File: src/rtl/cpu_pkg.sv
// Shared CPU definitions: fetch-sequencer state encodings and instruction-address constants.
package cpu_pkg;

    typedef enum logic [1:0] {
        FS_BOOT = 2'd0,
        FS_RUN  = 2'd1,
        FS_HALT = 2'd2,
        FS_ERR  = 2'd3
    } fetch_state_e;

    localparam logic [31:0] INSTR_BYTES = 32'd4;
    localparam logic [31:0] JUMP_MASK   = 32'hF000_0000;

endpackage

File: src/rtl/pc_next_calc.sv
// Combinational next-PC selection for one RUN cycle; halt is resolved by the caller.
module pc_next_calc
    import cpu_pkg::*;
(
    input  logic [31:0] pc,
    input  logic        stall,
    input  logic        jump_reg,
    input  logic        jump,
    input  logic        branch_taken,
    input  logic [15:0] branch_off,
    input  logic [25:0] jump_idx,
    input  logic [31:0] reg_target,
    output logic [31:0] pc_plus4,
    output logic [31:0] next_pc,
    output logic        misalign
);

    logic [31:0] br_disp;
    logic [31:0] jmp_target;

    assign pc_plus4   = pc + INSTR_BYTES;
    assign br_disp    = {{14{branch_off[15]}}, branch_off, 2'b00};
    assign jmp_target = (pc_plus4 & JUMP_MASK) | {4'b0000, jump_idx, 2'b00};

    always_comb begin
        next_pc  = pc_plus4;
        misalign = 1'b0;
        if (stall) begin
            next_pc = pc;
        end else if (jump_reg) begin
            // A misaligned register target leaves the PC where it is.
            if (reg_target[1:0] != 2'b00) begin
                next_pc  = pc;
                misalign = 1'b1;
            end else begin
                next_pc = reg_target;
            end
        end else if (jump) begin
            next_pc = jmp_target;
        end else if (branch_taken) begin
            next_pc = pc_plus4 + br_disp;
        end
    end

endmodule

File: src/rtl/pc_fetch_seq.sv
// Program-counter sequencer: boot hold, sequential/redirected fetch, stall, halt/resume, misalign trap.
module pc_fetch_seq
    import cpu_pkg::*;
#(
    parameter logic [31:0] RESET_ADDR  = 32'h0000_0000,
    parameter int          BOOT_CYCLES = 2,
    parameter int          CNT_W       = 32
) (
    input  logic             clk,
    input  logic             rst_n,
    input  logic             stall,
    input  logic             branch_taken,
    input  logic [15:0]      branch_off,
    input  logic             jump,
    input  logic [25:0]      jump_idx,
    input  logic             jump_reg,
    input  logic [31:0]      reg_target,
    input  logic             halt,
    input  logic             resume,
    output logic [31:0]      addr_o,
    output logic             addr_valid,
    output logic [31:0]      pc_plus4,
    output logic [1:0]       state_o,
    output logic             misalign_err,
    output logic [CNT_W-1:0] fetch_cnt
);

    localparam int BW = (BOOT_CYCLES > 1) ? $clog2(BOOT_CYCLES) : 1;
    localparam logic [BW-1:0] BOOT_LAST = BW'(BOOT_CYCLES - 1);

    fetch_state_e state, state_nxt;
    logic [31:0]  pc;
    logic [31:0]  next_pc;
    logic         misalign;
    logic         pc_load;
    logic [BW-1:0] boot_cnt;

    pc_next_calc u_calc (
        .pc           (pc),
        .stall        (stall),
        .jump_reg     (jump_reg),
        .jump         (jump),
        .branch_taken (branch_taken),
        .branch_off   (branch_off),
        .jump_idx     (jump_idx),
        .reg_target   (reg_target),
        .pc_plus4     (pc_plus4),
        .next_pc      (next_pc),
        .misalign     (misalign)
    );

    always_comb begin
        state_nxt  = state;
        addr_valid = 1'b0;
        pc_load    = 1'b0;
        case (state)
            FS_BOOT: if (boot_cnt == BOOT_LAST) state_nxt = FS_RUN;
            FS_RUN: begin
                addr_valid = !stall;
                if (halt) begin
                    state_nxt = FS_HALT;
                end else if (!stall) begin
                    pc_load = 1'b1;
                    if (misalign) state_nxt = FS_ERR;
                end
            end
            FS_HALT: if (resume && !halt) state_nxt = FS_RUN;
            default: state_nxt = FS_ERR;
        endcase
    end

    always_ff @(posedge clk) begin
        if (!rst_n) begin
            state        <= FS_BOOT;
            pc           <= RESET_ADDR;
            boot_cnt     <= '0;
            misalign_err <= 1'b0;
            fetch_cnt    <= '0;
        end else begin
            state <= state_nxt;
            if (state == FS_BOOT) boot_cnt <= boot_cnt + 1'b1;
            if (pc_load) pc <= next_pc;
            if (pc_load && misalign) misalign_err <= 1'b1;
            if (addr_valid && fetch_cnt != {CNT_W{1'b1}}) fetch_cnt <= fetch_cnt + 1'b1;
        end
    end

    assign addr_o  = pc;
    assign state_o = state;

endmodule

File: config.mk
export PLATFORM = sky130hd
export DESIGN_NAME = pc_fetch_seq
export DESIGN_NICKNAME = d
export VERILOG_FILES = /design/src/rtl/cpu_pkg.sv /design/src/rtl/pc_next_calc.sv /design/src/rtl/pc_fetch_seq.sv
export SDC_FILE = /design/constraint.sdc
export NUM_CORES = 1
export LEC_CHECK = 0
export ABC_AREA = 1
export ABC_CLOCK_PERIOD_IN_PS = 3000
export CAP_MARGIN = 30
export CORE_MARGIN = 3
export CORE_UTILIZATION = 47
export DETAILED_ROUTE_END_ITERATION = 12
export PLACE_DENSITY_LB_ADDON = 0.2
export SLEW_MARGIN = 20
export SYNTH_ARGS = -nofsm -noshare
export SYNTH_HDL_FRONTEND = slang
export SYNTH_HIERARCHICAL = 1
export SYNTH_SLANG_ARGS = --single-unit
File: constraint.sdc
create_clock -name clk -period 3 [get_ports clk]
set_input_delay 0.9 -clock clk [delete_from_list [all_inputs] [get_ports clk]]
set_output_delay 0.9 -clock clk [all_outputs]
set_load 0.05 [all_outputs]
# Yosys cells after proc, flatten, opt, wreduce, memory -nomap -nowiden
# Cells that the tools add are included.
[op_classes]
eq_ne = 8
n_reduce_logical = 9
muxes = 17
addsub = 4
bitwise_logic = 2
[ops]
columns = ["op", "n"]
rows = [
  ["$mux 32", 4],
  ["$add 32x1->32 const B", 1],
  ["$add 32x3->32 const B", 1],
  ["$add 32x32->32", 1],
  ["$ne 32x32->1 const B", 1],
  ["$or 32x28->32", 1],
  ["$mux 2", 5],
  ["$mux 1", 7],
  ["$ne 2x2->1 const B", 3],
  ["$ne 3x3->1 const B", 2],
  ["$pmux 2 s3", 1],
  ["$reduce_and 4->1", 1],
  ["$logic_and 1x1->1", 3],
  ["$reduce_and 3->1", 1],
  ["$eq 2x1->1 const B", 1],
  ["$eq 2x2->1 const B", 1],
  ["$logic_not 1->1", 2],
  ["$logic_not 2->1", 1],
  ["$reduce_bool 2->1", 1],
  ["$add 1x1->1 const B", 1],
  ["$not 1->1", 1],
]
[totals]
input_bits = 82
reg_bits = 68
wordCells = 45

# Longest topological paths before layout
[logic_depth]
word_depth = 8
mapped_depth = 25
ltp_nobuf = 25

# Modules after synthesis
# The synthesis kept the hierarchy.
[by_module_without_submodules]
columns = ["module", "n_inst", "area_each_um2", "cells_per_inst", "seq_area_each_um2"]
rows = [
  ["pc_next_calc", 1, 4423.0, 884, 0.0],
  ["pc_fetch_seq", 1, 3340.7, 509, 1361.3],
]

# Worst setup path after synthesis
# No wires, ideal clock.
[synth_path]
kind = "register -> register"
startpoint = "reg pc[2] (netlist: addr_o[2])"
endpoint = "reg pc[29] (netlist: addr_o[29])"
path_slack_ps = -877
arrival_ps = 3761
path_buffers = 0
stages_incl_launch_ff = 22
cell_sequence = "dfxtp_1 ha_1 inv_1 nor3_4 nand2_2 inv_1 nand3_1 xor2_1 ha_1 nand2_1 nand2_1 o21bai_1 nand2_1 nand2_1 a21oi_1 nand2_1 nand2_1 nand3_1 nand2_1 a21oi_2 nor2_1 nor2_1"
[synth_between]
elab_chain_cells = 5
elab_cells_between_ends = 6
[synth_lines]
columns = ["item", "line", "text"]
rows = [
  ["start, declared", "pc_fetch_seq.sv:32", "logic [31:0] pc;"],
  ["start signal, assigned", "pc_fetch_seq.sv:82", "if (pc_load) pc <= next_pc;"],
  ["$add 32x3->32", "pc_next_calc.sv:21", "assign pc_plus4 = pc + INSTR_BYTES;"],
  ["net pc_plus4[16]", "pc_fetch_seq.sv:22", "output logic [31:0] pc_plus4,"],
  ["$add 32x32->32", "pc_next_calc.sv:41", "next_pc = pc_plus4 + br_disp;"],
  ["$mux 32", "pc_next_calc.sv:40", "end else if (branch_taken) begin"],
  ["$mux 32", "pc_next_calc.sv:38", "end else if (jump) begin"],
  ["$mux 32", "pc_next_calc.sv:30", "end else if (jump_reg) begin"],
]
# The timed path passes the listed nets, and every way through them passes these cells.
# A chain may end at the register's enable or synchronous reset.

# Worst setup path in the final report
[layout_path]
startpoint = "reg pc[3] (netlist: addr_o[3])"
endpoint = "reg pc[25] (netlist: addr_o[25])"
[layout_between]
elab_chain_cells = 5
[layout_lines]
columns = ["item", "line"]
rows = [
  ["$add 32x3->32 *", "pc_next_calc.sv:21"],
  ["$add 32x32->32", "pc_next_calc.sv:41"],
  ["$mux 32 *", "pc_next_calc.sv:40"],
  ["$mux 32 *", "pc_next_calc.sv:38"],
  ["$mux 32 *", "pc_next_calc.sv:30"],
]
# Every way passes the cells marked *; elsewhere a longest branch is shown, timed or not.

==> summary.txt <==
Placement
  – Placer congestion estimate: around 1.0
  – # port buffers: 181
  – Placed Cells: 1917
  – DP Area: 0.0114 mm^2
  – Worst slack, placed: -0.463 ns
  – Post-DP HPWL: between 20000 and 25000 um

Route
  – Initial detailed-routing violation count: between 1000 and 1500
  – Routed WL per cell: approximately 18 um
  – Drc violations: 0
  – Vias per Instance: roughly 5.7
  – Vias post-DR: between 10000 and 15000
  – Post-DRT Antenna Nets: 0
  – Drt pass-1 iters: 6
  – Total Wirelength: 35700 um

Logic synthesis
  – Syn_area_per_cell: ~5.6 um^2
  – Simple-gate portion of the synthesized area: 0.442
  – Synthesized area: 0.00776 mm^2
  – XOR/XNOR share of the synthesized area: 0.0327
  – FFs w/ async S/R, synth: 0
  – Compound-Gate Fraction of Synth Area: 0.168
  – Synth Register Bits: 68
  – Mux cell area share after synthesis: 0
  – Sequential share of the synthesized area: 0.175
  – Syn Inst Count: 1393
  – Syn Nets: 1513
  – Ys flop type: dfxtp_1
  – Adder-Cell Fraction of Synth Area: 0.0622
  – Netlist cell types: 48
  – Ys Warns: 6
  – Dominant combinational cell family by area after synthesis: simple AND/OR/NAND/NOR gates
  – Post-synth EDFFs: 0

STA
  – Min Tclk post-route: 3.33 ns
  – Maximum clock frequency: 300 MHz
  – Final Hold Vio Count: 0
  – Setup_tns: -2.81 ns
  – Fin worst setup slack: -0.333 ns
  – Max-slew violation count: 0
  – RSZ-0062 raised after global routing: true
  – Worst-Margin Slew: 0.748 ns
  – Clock skew: 0.00911 ns
  – Slew margin rel.: 0.500
  – Final setup viols: 24
  – Period utilization: 1.11

Job
  – Max-cap violations: 0

Critical path
  – Worst Setup Start Kind: flip-flop
  – Crit Path Class: flip-flop to flip-flop
  – CP startpoint: addr_o[3]
  – CP cell instances: ha_4 > inv_4 > nor3_4 > buf_6 > nand2_4 > nor2_4 > nand2_2 > xor2_2 > inv_2 > ha_4 > nand2_4 > inv_4 > nand2_4 > buf_12 > nor3_4 > nand4_1 > nand3_2 > nand2_1 > nand2_1 > o21ai_2 > a21oi_1 > nor2_1 > nor2_1
  – Slowest stage delay, CP: 0.37 ns
  – Reg2reg start: addr_o[3]
  – Most frequent CP cell: nand2_4
  – R2R depth: 23
  – Critical path peak fanout: 4
  – Worst Path Required: between 3 and 4 ns
  – Worst Setup End Kind: flip-flop
  – Data arrival, critical path: 3.60 ns
  – Critical-path top delay cell: dfxtp_4

Run status
  – Failing checks: setup timing
  – Status: finished, violations left

Clocking
  – Num CTS Buffers: 9
  – Skew-Pair Late Insertion Delay: between 0.3 and 0.4 ns
  – CTS tree: yes
  – Clk slew on worst S/H paths: 0.06 ns
  – CTS H-Tree Depth: 3
  – CTS sink cnt: between 60 and 70
  – CTS Buffer Depth: 2
  – Clock Root Buffer: clkbuf_16
  – Hold Buf Count CTS: 0

Floorplan
  – DIE HEIGHT: roughly 130 um
  – Core Footprint: 0.0160 mm^2
  – Total Die Area: roughly 0.018 mm^2
  – Row count: 46
  – Io pins: 182
  – Width of the chip: 135 um
  – Initial cell density of the core: 0.485

Power and ir drop
  – Leakage Power: 0.00609 uW
  – Worst vdd ir: 438 uV
  – Pwr/cell area: 398 mW/mm^2

Finish
  – # fillers: roughly 1100
  – Nets: 1861
  – Layout area overhead: 67.2%
  – Fin area: between 0.01 and 0.015 mm^2
  – Non-Filler Instances: 1962
  – N_diodes: 0
  – Share of cells above drive strength 1: 0.305

GRT
  – Initial antenna violation count: 0
  – Global-route usage over all layers: 0.344
  – Global route overflow: 0
  – First-pass GRT wire length: 50100 um
  – Largest net degree at the start of global routing: 58
  – Vias in the first global route: 9865

Hold path
  – Hold depth: 2
  – HP Start: boot_cnt
  – Worst hold path type: flip-flop to flip-flop
[flip-flops by register name (all words and copies together), names as in the netlist]
register      flops
addr_o           32
state_o           2
fetch_cnt        32
misalign_err      1
boot_cnt          1
[cell type report]
cell class                      instances  area (um^2)  share of cell area
Tap cell                              216          270              0.0208
Clock inverter                          7         66.3             0.00511
Timing Repair Buffer                  382         3640               0.280
Clock buffer                            9          225              0.0173
Inverter                              187          721              0.0555
Sequential cell                        68         1420               0.109
Multi-Input combinational cell       1093         6640               0.512
[power by group]
group / internal (uW) / total, uW / switching (uW)
clock: 640 / 1090 / 448
sequential: 986 / 1080 / 95.3
combinational: 1240 / 3000 / 1760
[logic make-up after synthesis]
| logic type | count (synthesis) |
|---|---|
| AOI/OAI and AO/OA | 239 |
| DFF | 68 |
| adders and majority gates | 38 |
| buffers and inverters | 232 |
| and+or+nand+nor | 787 |
| xor gates and xnor gates | 29 |
[worst max-delay path: cells and delay by family (launching register included)]
family | cells | cell delay [ns]
adders and majority gates | 2 | 0.46
DFF | 1 | 0.37
AOI/OAI and AO/OA | 2 | 0.23
buffers and inverters | 5 | 0.49
xor gates and xnor gates | 1 | 0.18
and+or+nand+nor | 13 | 1.50
[path summary, 6_finish.rpt]
path | to | slack [ns]
setup / recovery | addr_o[25] | -0.33
hold / removal | boot_cnt | 0.48
setup reg to reg | addr_o[25] | -0.33
hold reg to reg | boot_cnt | 0.48
[metrics by stage]
stage	hold slack [ns]	util	total power, uW
6_report	0.484	0.811	5170
5_1_grt	0.495	0.811	5390
4_1_cts	0.486	0.756	4770
3_5_place_dp	0.474	0.710	3560
3_3_place_gp	0.462	0.710	3540
2_1_floorplan	0.454	-	2460
[layer usage]
metal,part of all wire,wire length [um],GRT usage,vias up
li1,-,-,-,5168
met1,0.39,13800,0.443,5098
met2,0.48,17100,0.588,700
met3,0.088,3160,0.0503,136
met4,0.044,1550,0.122,0
met5,0,0,0,-
[Yosys cell counts, types with 12 or more instances]
cell type	instances	area, um^2
a21oi_1	95	475
clkbuf_1	29	109
dfxtp_1	68	1360
ha_1	37	463
inv_1	181	679
nand2_1	347	1300
nand2_2	12	75.1
nand3_1	104	521
nand4_1	19	119
nor2_1	245	920
nor3_1	19	95.1
o21ai_0	98	490
xor2_1	24	210
[layout by cell type (no fill, tap or decap), drive strengths merged, types with 2 or more instances in the layout]
cell type      count
buf              229
nor2             264
o211ai            11
a21oi             99
ha                37
clkbuf             9
clkdlybuf4s50    152
o21ai            104
clkinv             4
xnor2              5
and2               2
clkinvlp           3
dfxtp             68
nand3b             7
a31oi              8
o21bai             7
nand2            364
a32oi              2
a41oi              2
nand4             19
nand3            107
inv              186
xor2              24
nor3              22
[repair_timing]
action,CTS,global route
pin swaps,57,107
buffers inserted,12,20
setup endpoints to repair,29,39
endpoints found under the hold margin,0,0
resized for setup,91,193
Power figures use the tool's default switching activity.
